[config.mk]
export PLATFORM = sky130hd
export DESIGN_NAME = unlock_code_tx_flat
export DESIGN_NICKNAME = d
export VERILOG_FILES = /design/src/rtl/safe_lock_pkg.sv /design/src/rtl/unlock_code_tx_if.sv /design/src/rtl/unlock_code_tx.sv /design/src/flat_wrapper.sv
export SDC_FILE = /design/constraint.sdc
export NUM_CORES = 1
export LEC_CHECK = 0
export CAP_MARGIN = 20
export CORE_MARGIN = 3
export CORE_UTILIZATION = 53
export CTS_BUF_LIST = sky130_fd_sc_hd__clkbuf_8
export CTS_CLUSTER_SIZE = 8
export DETAILED_ROUTE_END_ITERATION = 8
export PLACE_DENSITY = 0.85
export SKIP_CTS_REPAIR_TIMING = 1
export SYNTH_ARGS = -nofsm -noshare
export SYNTH_HDL_FRONTEND = slang
export SYNTH_SLANG_ARGS = --single-unit
[constraint.sdc]
create_clock -name clk -period 1.9 [get_ports clk]
set_input_delay 0.38 -clock clk [delete_from_list [all_inputs] [get_ports clk]]
set_output_delay 0.38 -clock clk [all_outputs]
set_load 0.02 [all_outputs]
[src/rtl/safe_lock_pkg.sv]
// Shared definitions for the safe-lock unlock path.
//   tx_state_t : state encoding of the serial unlock transmitter
//   *_DEF      : default code width, inter-bit gap and response timeout
package safe_lock_pkg;

  typedef enum logic [2:0] {
    IDLE      = 3'd0,
    SEND      = 3'd1,
    GAP       = 3'd2,
    WAIT_RESP = 3'd3,
    DONE      = 3'd4
  } tx_state_t;

  localparam int CODE_W_DEF     = 4;
  localparam int GAP_CYCLES_DEF = 1;
  localparam int TIMEOUT_DEF    = 8;

endpackage

[src/rtl/unlock_code_tx_if.sv]
// Bundle of all handshake/serial/result signals of unlock_code_tx.
//   code_valid/code_data/code_ready : parallel code handshake
//   ser_val/ser_data                : serial bit stream to the lock
//   resp_val/resp_data              : lock's registered response
//   done/unlocked/timeout           : transaction result
// Modports:
//   slave  : the transmitter's view (unlock_code_tx)
//   master : the environment's view (code source + lock + result sink)
interface unlock_code_tx_if #(
  parameter int CODE_W = 4
);
  logic              code_valid;
  logic [CODE_W-1:0] code_data;
  logic              code_ready;
  logic              ser_val;
  logic              ser_data;
  logic              resp_val;
  logic              resp_data;
  logic              done;
  logic              unlocked;
  logic              timeout;

  modport slave (
    input  code_valid, code_data, resp_val, resp_data,
    output code_ready, ser_val, ser_data, done, unlocked, timeout
  );

  modport master (
    output code_valid, code_data, resp_val, resp_data,
    input  code_ready, ser_val, ser_data, done, unlocked, timeout
  );
endinterface

[src/rtl/unlock_code_tx.sv]
// Serial unlock-code transmitter.
// Accepts a parallel code word (valid/ready), shifts it out MSB-first with
// one ser_val pulse per bit and GAP_CYCLES idle cycles between bits, then
// waits up to TIMEOUT cycles for the lock's response. A response arriving
// at any point while sending ends the transaction early.
// Ports:
//   clk  : clock
//   rstn : asynchronous active-low reset
//   bus  : unlock_code_tx_if.slave (code handshake, serial out, lock
//          response in, done/unlocked/timeout result)
// Every output is a flop; nothing on the interface is combinationally
// derived from an input.
module unlock_code_tx
  import safe_lock_pkg::*;
#(
  parameter int CODE_W     = CODE_W_DEF,
  parameter int GAP_CYCLES = GAP_CYCLES_DEF,
  parameter int TIMEOUT    = TIMEOUT_DEF
) (
  input logic            clk,
  input logic            rstn,
  unlock_code_tx_if.slave bus
);

  localparam int BW = $clog2(CODE_W + 1);
  localparam int GW = $clog2(GAP_CYCLES + 1);
  localparam int WW = $clog2(TIMEOUT + 1);

  localparam logic [BW-1:0] BIT_LOAD = BW'(CODE_W);
  localparam logic [BW-1:0] BIT_ONE  = BW'(1);
  localparam logic [GW-1:0] GAP_LOAD = GW'(GAP_CYCLES);
  localparam logic [GW-1:0] GAP_ONE  = GW'(1);
  localparam logic [WW-1:0] WAIT_END = WW'(TIMEOUT - 1);
  localparam logic [WW-1:0] WAIT_ONE = WW'(1);

  generate
    if (CODE_W < 1)     begin : g_bad_code_w  $error("CODE_W must be >= 1");     end
    if (GAP_CYCLES < 1) begin : g_bad_gap     $error("GAP_CYCLES must be >= 1"); end
    if (TIMEOUT < 1)    begin : g_bad_timeout $error("TIMEOUT must be >= 1");    end
  endgenerate

  tx_state_t         state;
  logic [CODE_W-1:0] sreg;
  logic [BW-1:0]     bit_cnt;
  logic [GW-1:0]     gap_cnt;
  logic [WW-1:0]     wait_cnt;

  logic code_ready_q, ser_val_q, ser_data_q, done_q, unlocked_q, timeout_q;

  always_ff @(posedge clk or negedge rstn) begin
    if (!rstn) begin
      state        <= IDLE;
      sreg         <= '0;
      bit_cnt      <= '0;
      gap_cnt      <= '0;
      wait_cnt     <= '0;
      code_ready_q <= 1'b1;
      ser_val_q    <= 1'b0;
      ser_data_q   <= 1'b0;
      done_q       <= 1'b0;
      unlocked_q   <= 1'b0;
      timeout_q    <= 1'b0;
    end else begin
      // Pulsed outputs default low; the branch entering SEND/DONE raises them.
      ser_val_q  <= 1'b0;
      ser_data_q <= 1'b0;
      done_q     <= 1'b0;
      case (state)
        IDLE: begin
          if (bus.code_valid) begin
            sreg         <= bus.code_data;
            bit_cnt      <= BIT_LOAD;
            unlocked_q   <= 1'b0;
            timeout_q    <= 1'b0;
            code_ready_q <= 1'b0;
            ser_val_q    <= 1'b1;
            ser_data_q   <= bus.code_data[CODE_W-1];
            state        <= SEND;
          end
        end

        SEND, GAP, WAIT_RESP: begin
          if (bus.resp_val) begin
            // Lock has answered and gone idle: drop any unsent bits.
            unlocked_q <= bus.resp_data;
            timeout_q  <= 1'b0;
            done_q     <= 1'b1;
            state      <= DONE;
          end else if (state == SEND) begin
            sreg    <= sreg << 1;
            bit_cnt <= bit_cnt - BIT_ONE;
            if (bit_cnt > BIT_ONE) begin
              gap_cnt <= GAP_LOAD;
              state   <= GAP;
            end else begin
              wait_cnt <= '0;
              state    <= WAIT_RESP;
            end
          end else if (state == GAP) begin
            gap_cnt <= gap_cnt - GAP_ONE;
            if (gap_cnt == GAP_ONE) begin
              ser_val_q  <= 1'b1;
              ser_data_q <= sreg[CODE_W-1];
              state      <= SEND;
            end
          end else begin
            if (wait_cnt == WAIT_END) begin
              timeout_q  <= 1'b1;
              unlocked_q <= 1'b0;
              done_q     <= 1'b1;
              state      <= DONE;
            end else begin
              wait_cnt <= wait_cnt + WAIT_ONE;
            end
          end
        end

        DONE: begin
          code_ready_q <= 1'b1;
          state        <= IDLE;
        end

        default: begin
          code_ready_q <= 1'b1;
          state        <= IDLE;
        end
      endcase
    end
  end

  assign bus.code_ready = code_ready_q;
  assign bus.ser_val    = ser_val_q;
  assign bus.ser_data   = ser_data_q;
  assign bus.done       = done_q;
  assign bus.unlocked   = unlocked_q;
  assign bus.timeout    = timeout_q;

endmodule

[src/flat_wrapper.sv]
// flat-port wrapper written by rule: the top's interface ports become plain ports
module unlock_code_tx_flat import safe_lock_pkg::*;
#(
  parameter int CODE_W     = CODE_W_DEF,
  parameter int GAP_CYCLES = GAP_CYCLES_DEF,
  parameter int TIMEOUT    = TIMEOUT_DEF
)
  (clk, rstn, bus_code_valid, bus_code_data, bus_resp_val, bus_resp_data, bus_code_ready, bus_ser_val, bus_ser_data, bus_done, bus_unlocked, bus_timeout);
  unlock_code_tx_if #(.CODE_W(CODE_W)) bus_i ();
  input logic clk;
  input logic rstn;
  input wire logic [$bits(bus_i.code_valid)-1:0] bus_code_valid;
  input wire logic [$bits(bus_i.code_data)-1:0] bus_code_data;
  input wire logic [$bits(bus_i.resp_val)-1:0] bus_resp_val;
  input wire logic [$bits(bus_i.resp_data)-1:0] bus_resp_data;
  output wire logic [$bits(bus_i.code_ready)-1:0] bus_code_ready;
  output wire logic [$bits(bus_i.ser_val)-1:0] bus_ser_val;
  output wire logic [$bits(bus_i.ser_data)-1:0] bus_ser_data;
  output wire logic [$bits(bus_i.done)-1:0] bus_done;
  output wire logic [$bits(bus_i.unlocked)-1:0] bus_unlocked;
  output wire logic [$bits(bus_i.timeout)-1:0] bus_timeout;
  assign bus_i.code_valid = bus_code_valid;
  assign bus_i.code_data = bus_code_data;
  assign bus_i.resp_val = bus_resp_val;
  assign bus_i.resp_data = bus_resp_data;
  assign bus_code_ready = bus_i.code_ready;
  assign bus_ser_val = bus_i.ser_val;
  assign bus_ser_data = bus_i.ser_data;
  assign bus_done = bus_i.done;
  assign bus_unlocked = bus_i.unlocked;
  assign bus_timeout = bus_i.timeout;
  unlock_code_tx #(.CODE_W(CODE_W), .GAP_CYCLES(GAP_CYCLES), .TIMEOUT(TIMEOUT)) u_core (.clk(clk), .rstn(rstn), .bus(bus_i));
endmodule
==> run_results.csv, run 1 <==
group,metric,value,unit
drt,wl_per_cell,14.7,um
yosys,syn_inst_count,105,
placement,post-place-cells,143,
timing,final.setup_skew,1.51,ps
die,placeableCoreArea,1840,um2
die,dieArea,2670,um2
cells_and_area,area_growth,19.3,%
timing,unrepaired_setup_endpoints_after_global_routing,"no",
yosys,synth_seq_cells,21,
power_and_ir_drop,vdd.ir_drop.worst,0.871,mV
timing,timing.final.crit_share,93.1,%
global_route,grt_usage,19.3,%
drt,route.top_layer_used,"met4",
critical_path,crit_path_cell_trace,"clkdlybuf4s50_1",
yosys,synthMostInstantiatedCell,"sky130_fd_sc_hd__dfrtp_1",
clock_tree,cts_tree,"done",
min_path,hp-class,"in2async",
clock_tree,cts_root_buffer,"sky130_fd_sc_hd__clkbuf_8",
critical_path,cp-end-kind,"primary output",
timing,worstMarginPinSlew,461,ps
global_route,gr-total-overflow,0,
critical_path,critical_path.n_buffers_inverters,1,
clock_tree,cts_inserted_buffers,3,
yosys,synth.largest_area_cell,"sky130_fd_sc_hd__dfrtp_1",
yosys,postSynth.topFlopCell,"sky130_fd_sc_hd__dfrtp_1",
placement,place_congestion,0.815,
cells_and_area,stdcell_count,147,
drt,vias,840,
yosys,synth.area.top_cells,"sky130_fd_sc_hd__dfrtp_1, sky130_fd_sc_hd__nand2_1, sky130_fd_sc_hd__ha_1",
yosys,part_of_the_yosys_area_used_for_sequential_elements,47.6,%
cells_and_area,final_cell_area,1320,um2
placement,dp_hpwl,1600,um
critical_path,crit_required,1520,ps
timing,clock_period_minus_final_worst_setup_slack,1770,ps
placement,detailed_place.area,1270,um2
critical_path,r2r_slack,320,ps
yosys,synth_enable_flop_cells,0,
timing,timing.fmax,0.565,GHz
drt,drt_iter0_markers,10,
yosys,synth_fp_nets,117,
clock_tree,cts_sinks,21,
drt,m1WireLength,1060,um
clock_tree,clk_latency,260,ps
critical_path,timing.critical_path.max_delay_family,"buffers and inverters",
yosys,synthDominantCellAreaShare,45.2,%
yosys,synth.avg_cell_area,10.5,um2
drt,first_pass_iters,4,
cells_and_area,net_count_final,135,
yosys,share_of_the_synthesized_area_in_compound_gates_ao_oa_aoi_oai,19.5,%
die,starting_utilization_of_the_core_area,60.1,%
critical_path,timing.critical_path.slowest_cell_delay,600,ps
cells_and_area,antenna_cells_inserted,0,
yosys,synthAdderAreaFrac,3.39,%
outcome,status,"finished clean",
timing,drv_slew,0,
yosys,netlist_area,1110,um2
yosys,yosys_warnings,0,
timing,worst_slew_margin,69.3,%
run,max_cap_viol_count,0,
timing,final-setup-viol-count,0,
die,row_count,15,
drt,route.met3.wl,80,um
yosys,synth-async-reset-ratio,100,%
die,dieHeight,51.7,um
placement,numPortBuffers,14,
clock_tree,clkSlewWorstSetupHoldPaths,70,ps
global_route,grt_start_max_net_pins,22,
global_route,first_pass_grt_wire_length,3840,um
critical_path,critical_path.max_fanout,2,
cells_and_area,drive_gt1_share,14.8,%
global_route,number_of_antenna_violations_at_the_first_check_in_global_routing,0,
drt,vias_per_cell,5.71,
clock_tree,h_tree_levels,1,
drt,route.antenna.remaining_nets,0,
critical_path,timing.setup.critical_path_class,"reg2out",
drt,met2RoutedLength,997,um
die,floorplan.io_pins,15,
yosys,synth.area.mux_share,3.73,%
yosys,synth_top_family_by_area,"simple AND/OR/NAND/NOR gates",
timing,timing.final.hold_violations,0,
yosys,post_synth_and_or_nand_nor_area_fraction,20.5,%
power_and_ir_drop,power_leakage,0.000568,uW
clock_tree,max-clock-path-buffers,2,
critical_path,worst_ep_arrival_time,1390,ps
yosys,synthDistinctLibCells,42,
die,die_w,51.7,um
drt,remaining_drc_errors,0,
critical_path,worst_setup_path_start_kind,"flop",
yosys,netlist_top_cells_count,"sky130_fd_sc_hd__dfrtp_1, sky130_fd_sc_hd__nand2_1, sky130_fd_sc_hd__nor2_1",
yosys,post_synth_xor_area_fraction,1.58,%
drt,routed_wirelength,2160,um
global_route,grt_pass1_vias,880,
critical_path,slowest_stage,"sky130_fd_sc_hd__clkdlybuf4s50_1",
timing,worst_hold_slack,457,ps
power_and_ir_drop,power-per-cell-area,1460,nW/um2
## final cells by class
class | instances | area, um2
inverter | 2 | 7.51
clock buffer | 3 | 41.3
multi-input combinational | 77 | 538
timing repair buffer | 18 | 170
sequential | 21 | 527
clock inverter | 1 | 5.00
fill | 149 | 519
tap | 25 | 31.3
## cell families after synthesis
family | Yosys count
compound gates | 27
xor+xnor | 2
fa+ha+maj | 3
buf+inv | 7
flops | 21
mux | 4
simple gates | 41
## path summary, 6_finish.rpt
path / from / end / depth (start not counted)
worst max-delay path: u_core.bus.code_ready$_DFFE_PN1P_ / bus_code_ready / 1
worst min-delay path: rstn / u_core.bit_cnt[0]$_DFFE_PN0P_ / 2
worst max register to register: u_core.wait_cnt[0]$_DFFE_PN0P_ / u_core.wait_cnt[0]$_DFFE_PN0P_ / 5
worst min register to register: u_core.sreg[3]$_DFFE_PN0P_ / u_core.sreg[3]$_DFFE_PN0P_ / 2
max in group asynchronous: rstn / u_core.bus.code_ready$_DFFE_PN1P_ / 2
min in group clk: u_core.sreg[3]$_DFFE_PN0P_ / u_core.sreg[3]$_DFFE_PN0P_ / 2
## placed cells by master (no fill, tap or decap), types with 2 or more instances in the layout
cell type / instances
sky130_fd_sc_hd__mux2i_1: 3
sky130_fd_sc_hd__clkdlybuf4s50_1: 14
sky130_fd_sc_hd__nand3_1: 3
sky130_fd_sc_hd__o21ai_1: 3
sky130_fd_sc_hd__ha_1: 3
sky130_fd_sc_hd__clkbuf_8: 3
sky130_fd_sc_hd__buf_4: 4
sky130_fd_sc_hd__dfrtp_1: 20
sky130_fd_sc_hd__inv_1: 2
sky130_fd_sc_hd__nor2_1: 10
sky130_fd_sc_hd__nand2_1: 12
sky130_fd_sc_hd__o21ai_0: 4
sky130_fd_sc_hd__a22o_1: 4
sky130_fd_sc_hd__and2_1: 2
sky130_fd_sc_hd__nor4b_2: 2
sky130_fd_sc_hd__a21oi_1: 3
sky130_fd_sc_hd__nor2b_1: 4
## registers in the layout (all words and copies together), names as in the netlist, 3 cells and up
signal,count
u_core.sreg,4
u_core.bit_cnt,3
u_core.wait_cnt,4
u_core.state,3
## power by group
part | switching [uW] | total [uW] | leakage [uW] | internal (uW)
Sequential | 194 | 815 | 0.000263 | 621
Combinational | 395 | 827 | 0.000280 | 431
Clock | 142 | 288 | 0.0000255 | 146
Total | 731 | 1930 | 0.000568 | 1200
## worst register-to-register path, stage by stage (launching register included)
cell and delay (ps):
sky130_fd_sc_hd__dfrtp_1 410, sky130_fd_sc_hd__ha_1 210, sky130_fd_sc_hd__and3b_1 310, sky130_fd_sc_hd__nor2_1 110
sky130_fd_sc_hd__mux2_2 270, sky130_fd_sc_hd__a22o_1 170
## routing by layer
metal / track usage (%) / vias to the layer above
met5: 0 / -
met4: 7.86 / 0
met3: 2.87 / 4
met2: 32.8 / 20
met1: 24.4 / 404
li1: - / 412
## stage by stage
step	total power, uW	setup slack (ps)	util (%)	TNS, ps
2_1_floorplan	1400	428	-	0
3_5_place_dp	1650	-29.4	69.3	-29.4
5_1_grt	2080	80.1	71.8	0
4_1_cts	1940	126	71.8	0
6_report	1930	131	71.8	0
3_3_place_gp	1610	69.2	69.3	0
Note: power is estimated with default switching activity, not from simulation.
==> run 2, diff against run 1 <==
clock period = 2.2 ns   (was 1.9 ns; I/O delays follow)
==> run_results.csv, run 2 (same netlist as run 1, synthesis figures left out) <==
group,metric,value,unit
critical_path,cp-end-kind,"primary output",
cells_and_area,multiInputGateArea,538,um2
power_and_ir_drop,internal_power,1020,uW
global_route,number_of_antenna_violations_at_the_first_check_in_global_routing,0,
clock_tree,cts_inserted_buffers,3,
timing,worst_slew_margin,64.4,%
critical_path,timing.setup.critical_path_class,"reg2out",
drt,route.antenna.remaining_nets,0,
die,starting_utilization_of_the_core_area,60.1,%
drt,vias_per_cell,5.82,
global_route,grt_start_max_net_pins,20,
power_and_ir_drop,switchingPower,619,uW
timing,clock_period_minus_final_worst_setup_slack,1830,ps
global_route,gr-total-overflow,0,
clock_tree,clk_latency,260,ps
power_and_ir_drop,power.share.switching,37.8,%
min_path,holdPathEnd,"u_core.sreg[2]$_DFFE_PN0P_",
run,max_cap_viol_count,0,
cells_and_area,net_count_final,133,
placement,numPortBuffers,14,
die,floorplan.io_pins,15,
die,die_w,51.7,um
min_path,hp-class,"reg2reg",
cells_and_area,ff_latch_area,527,um2
timing,final-setup-viol-count,0,
timing,timing.final.crit_share,83.4,%
critical_path,timing.critical_path.slowest_cell_delay,600,ps
critical_path,worst_ep_arrival_time,1390,ps
critical_path,crit_required,1760,ps
critical_path,rr_startpoint,"u_core.state[0]$_DFFE_PN0P_",
timing,tns,0,ps
die,placeableCoreArea,1840,um2
outcome,status,"finished clean",
clock_tree,cts_root_buffer,"sky130_fd_sc_hd__clkbuf_8",
critical_path,worst_setup_path_start_kind,"flop",
drt,remaining_drc_errors,0,
critical_path,rr_endpoint,"u_core.wait_cnt[3]$_DFFE_PN0P_",
power_and_ir_drop,design_power_total,1640,uW
die,row_count,15,
power_and_ir_drop,vdd.ir_drop.worst,0.752,mV
timing,timing.fmax,0.545,GHz
power_and_ir_drop,comb_power_share,41.2,%
critical_path,critical_path.n_buffers_inverters,1,
cells_and_area,area_growth,18.0,%
drt,vias,844,
clock_tree,max-clock-path-buffers,2,
power_and_ir_drop,power_leakage,0.000558,uW
cells_and_area,final_core_util,71.0,%
cells_and_area,biggestRegsByFlops,"u_core.sreg x4, u_core.wait_cnt x4",
timing,drv_slew,0,
timing,final.setup_skew,8.61,ps
min_path,hp-start,"u_core.sreg[2]$_DFFE_PN0P_",
timing,timing.final.hold_violations,0,
drt,drt_iter0_markers,16,
drt,first_pass_iters,4,
power_and_ir_drop,power-per-cell-area,1250,nW/um2
cells_and_area,drive_gt1_share,13.3,%
power_and_ir_drop,pwr-share-clk,15.0,%
critical_path,r2r_slack,600,ps
critical_path,crit_path_cell_trace,"clkdlybuf4s50_1",
drt,routed_wirelength,2000,um
timing,worstMarginPinSlew,532,ps
global_route,grt_usage,17.7,%
timing,final_critical_path_setup_slack,365,ps
global_route,first_pass_grt_wire_length,3460,um
critical_path,timing.critical_path.max_delay_family,"buffers and inverters",
cells_and_area,final_common_cell,"sky130_fd_sc_hd__dfrtp_1",
critical_path,path_depth_of_the_worst_reg2reg_path,4,
placement,place_congestion,0.851,
clock_tree,cts_tree,"done",
placement,dp_hpwl,1470,um
critical_path,critical_path.max_fanout,2,
critical_path,slowest_stage,"sky130_fd_sc_hd__clkdlybuf4s50_1",
clock_tree,clkSlewWorstSetupHoldPaths,70,ps
placement,pre_cts_slack,203,ps
min_path,hold-path-cell-count,2,
die,dieHeight,51.7,um
timing,unrepaired_setup_endpoints_after_global_routing,"no",
drt,wl_per_cell,13.8,um
global_route,grt_pass1_vias,778,
cells_and_area,layout_common_cells,"sky130_fd_sc_hd__dfrtp_1, sky130_fd_sc_hd__clkdlybuf4s50_1, sky130_fd_sc_hd__nand2_1, sky130_fd_sc_hd__nor2_1",
clock_tree,cts_sinks,21,
die,dieArea,2670,um2
cells_and_area,fillerInstances,143,
cells_and_area,antenna_cells_inserted,0,
power_and_ir_drop,share_seq_of_total_power,43.8,%
clock_tree,h_tree_levels,1,
## run 2: routing by layer
layer | GRT usage [%] | vias up | wire length [um]
met3 | 3.15 | 4 | 97
met2 | 28.2 | 21 | 957
met1 | 23.0 | 411 | 914
met4 | 9.17 | 0 | 31
li1 | - | 408 | -
met5 | 0 | - | 0
## run 2: stage by stage
step / hold WS [ps] / instances / area, um2
3_3_place_gp: 469 / 141 / 1260
6_report: 492 / 145 / 1310
3_5_place_dp: 481 / 141 / 1260
2_1_floorplan: 144 / 105 / 1110
5_1_grt: 529 / 145 / 1310
4_1_cts: 499 / 145 / 1310
## run 2: worst max-delay path by stage
stage                                      start                              to  slack [ps]  cells past startpoint
6_report       u_core.bus.code_ready$_DFFE_PN1P_                  bus_code_ready         370                      1
3_5_place_dp                        bus_resp_val  u_core.wait_cnt[3]$_DFFE_PN0P_         200                      5
3_3_place_gp                        bus_resp_val  u_core.wait_cnt[3]$_DFFE_PN0P_         290                      5
5_1_grt                             bus_resp_val  u_core.wait_cnt[3]$_DFFE_PN0P_         300                      5
2_1_floorplan     u_core.wait_cnt[0]$_DFFE_PN0P_  u_core.bus.timeout$_DFFE_PN0P_         730                      6
4_1_cts        u_core.bus.code_ready$_DFFE_PN1P_                  bus_code_ready         360                      1
## run 2: cell type report
type	instances	share of cell area, %
clock inverter	1	0.384
tap	25	2.40
clock buffer	3	3.16
inverter	2	0.575
sequential	21	40.4
multi-input combinational	77	41.2
timing repair buffer	16	11.9
## run 2: power groups by stage
stage | Clock (uW) | Combinational [uW] | Sequential [uW]
after floorplan | 0 | 539 | 666
after global placement | 0 | 659 | 708
after detailed placement | 0 | 680 | 718
after CTS | 255 | 684 | 714
after global routing | 268 | 755 | 742
final | 246 | 676 | 717
## run 2: worst min-delay path: cells and delay by family (launching register included)
kind | cells | cell delay [ps]
flops | 1 | 350
simple gates | 1 | 50
compound gates | 1 | 60
==> run 3, diff against run 2 <==
CORE_UTILIZATION = 50   (was 53)
clock period = 1.5 ns   (was 2.2 ns; I/O delays follow)
==> run_results.csv, run 3 (same netlist as run 1, synthesis figures left out) <==
group,metric,value,unit
outcome,status,"finished clean",
min_path,hp-class,"in2async",
cells_and_area,final_cell_area,1460,um2
critical_path,timing.setup.critical_path_class,"reg2reg",
global_route,use_met2,34.3,%
drt,first_pass_iters,4,
critical_path,critical_path.n_buffers_inverters,0,
timing,timing.final.hold_violations,0,
global_route,first_pass_grt_wire_length,4220,um
cells_and_area,stdcell_count,159,
global_route,grt_start_max_net_pins,15,
placement,place_congestion,0.826,
timing,final-setup-viol-count,0,
critical_path,critical_path.max_fanout,6,
die,placeableCoreArea,2020,um2
critical_path,crit_required,1700,ps
timing,worst_slew_margin,71.5,%
drt,vias,924,
global_route,gr-total-overflow,0,
global_route,grt.met1_usage,25.4,%
global_route,global_route.peak_usage_layer,"met2",
clock_tree,clk_latency,260,ps
critical_path,timing.critical_path.max_delay_family,"compound AO/OA/AOI/OAI gates",
die,row_count,16,
timing,worstMarginPinSlew,427,ps
placement,dp_hpwl,1850,um
die,starting_utilization_of_the_core_area,54.7,%
clock_tree,h_tree_levels,1,
cells_and_area,drive_gt1_share,26.5,%
drt,vias_per_cell,5.81,
clock_tree,cts_tree,"done",
cells_and_area,area_growth,32.2,%
placement,detailed_place.area,1360,um2
drt,wl_per_cell,15.8,um
critical_path,worst_ep_arrival_time,1670,ps
cells_and_area,final_common_cell,"sky130_fd_sc_hd__dfrtp_1",
cells_and_area,layout_common_cells,"sky130_fd_sc_hd__dfrtp_1, sky130_fd_sc_hd__buf_4, sky130_fd_sc_hd__nand2_1, sky130_fd_sc_hd__nor2_1",
drt,route.antenna.remaining_nets,0,
power_and_ir_drop,design_power_total,2660,uW
critical_path,crit_path_cell_trace,"ha_2 -> and3b_2 -> a31o_4 -> o21bai_4 -> a32o_2",
power_and_ir_drop,power.share.switching,38.3,%
timing,timing.final.crit_share,98.3,%
drt,drt_iter0_markers,22,
global_route,grt_usage,20.9,%
clock_tree,cts_sinks,21,
clock_tree,cts_inserted_buffers,3,
die,die_w,53.0,um
cells_and_area,fillerInstances,148,
clock_tree,clkSlewWorstSetupHoldPaths,70,ps
drt,routed_wirelength,2510,um
global_route,use_met3,3.10,%
cells_and_area,net_count_final,145,
timing,tns,0,ps
run,max_cap_viol_count,0,
die,dieArea,2810,um2
clock_tree,max-clock-path-buffers,2,
critical_path,slowest_stage,"sky130_fd_sc_hd__dfrtp_1",
critical_path,cp-end-kind,"flop",
power_and_ir_drop,share_seq_of_total_power,38.0,%
clock_tree,cts_root_buffer,"sky130_fd_sc_hd__clkbuf_8",
power_and_ir_drop,vdd.ir_drop.worst,1.20,mV
timing,timing.fmax,0.678,GHz
die,floorplan.io_pins,15,
cells_and_area,antenna_cells_inserted,0,
timing,clock_period_minus_final_worst_setup_slack,1470,ps
global_route,number_of_antenna_violations_at_the_first_check_in_global_routing,0,
timing,drv_slew,0,
placement,numPortBuffers,14,
power_and_ir_drop,power_leakage,0.000723,uW
power_and_ir_drop,internal_power,1640,uW
cells_and_area,biggestRegsByFlops,"u_core.sreg x4, u_core.wait_cnt x4",
placement,post-place-cells,155,
timing,unrepaired_setup_endpoints_after_global_routing,"yes",
power_and_ir_drop,pwr-share-clk,13.6,%
power_and_ir_drop,power-per-cell-area,1820,nW/um2
power_and_ir_drop,switchingPower,1020,uW
global_route,grt_pass1_vias,989,
critical_path,worst_setup_path_start_kind,"flop",
timing,final.setup_skew,0.781,ps
critical_path,timing.critical_path.slowest_cell_delay,390,ps
power_and_ir_drop,comb_power_share,48.4,%
die,dieHeight,53.0,um
drt,remaining_drc_errors,0,
run 3: cell count changes in the layout (fill, tap and decap cells not counted), moves of 2 or more:
cell                              delta
sky130_fd_sc_hd__dfrtp_2             +2
sky130_fd_sc_hd__buf_4              +11
sky130_fd_sc_hd__nor2_1              -2
sky130_fd_sc_hd__dlymetal6s2s_1      +7
sky130_fd_sc_hd__clkdlybuf4s50_1     -7
sky130_fd_sc_hd__dfrtp_1             -2
run 3: power by group through the flow:
stage	Clock, uW	Combinational [uW]	Sequential [uW]
after CTS	373	1240	989
after detailed placement	0	1230	999
final	361	1290	1010
after floorplan	0	791	977
after global routing	388	1420	1040
after global placement	0	1180	980
run 3: layer usage:
layer	wire length [um]	up-vias
li1	-	429
met1	1060	454
met2	1220	31
met3	146	10
met4	76	0
met5	0	-
run 3: final timing paths:
kind	from	end	slack, ps	depth (start not counted)
max	u_core.wait_cnt[0]$_DFFE_PN0P_	u_core.bus.unlocked$_DFFE_PN0P_	30	5
max in group asynchronous	rstn	u_core.state[1]$_DFFE_PN0P_	730	2
max reg2reg	u_core.wait_cnt[0]$_DFFE_PN0P_	u_core.bus.unlocked$_DFFE_PN0P_	30	5
min reg2reg	u_core.sreg[1]$_DFFE_PN0P_	u_core.sreg[1]$_DFFE_PN0P_	500	2
min in group clk	u_core.sreg[1]$_DFFE_PN0P_	u_core.sreg[1]$_DFFE_PN0P_	500	2
min	rstn	u_core.bus.done$_DFF_PN0_	340	1
run 3: area by class of cell:
class,instances,area [um2],share of cell area (%)
tap,27,33.8,2.31
sequential,21,529,36.2
multi-input combinational,77,572,39.1
timing repair buffer,28,275,18.8
clock buffer,3,41.3,2.82
inverter,2,7.51,0.513
clock inverter,1,3.75,0.257
run 3: through the flow:
stage / hold WS, ps / util [%] / setup WS [ps]
after floorplan: 4.41 / - / 28.4
after global placement: 465 / 67.5 / -242
after detailed placement: 480 / 67.5 / -310
after CTS: 343 / 69.7 / -193
after global routing: 365 / 72.3 / 0.349
final: 341 / 72.3 / 25.9
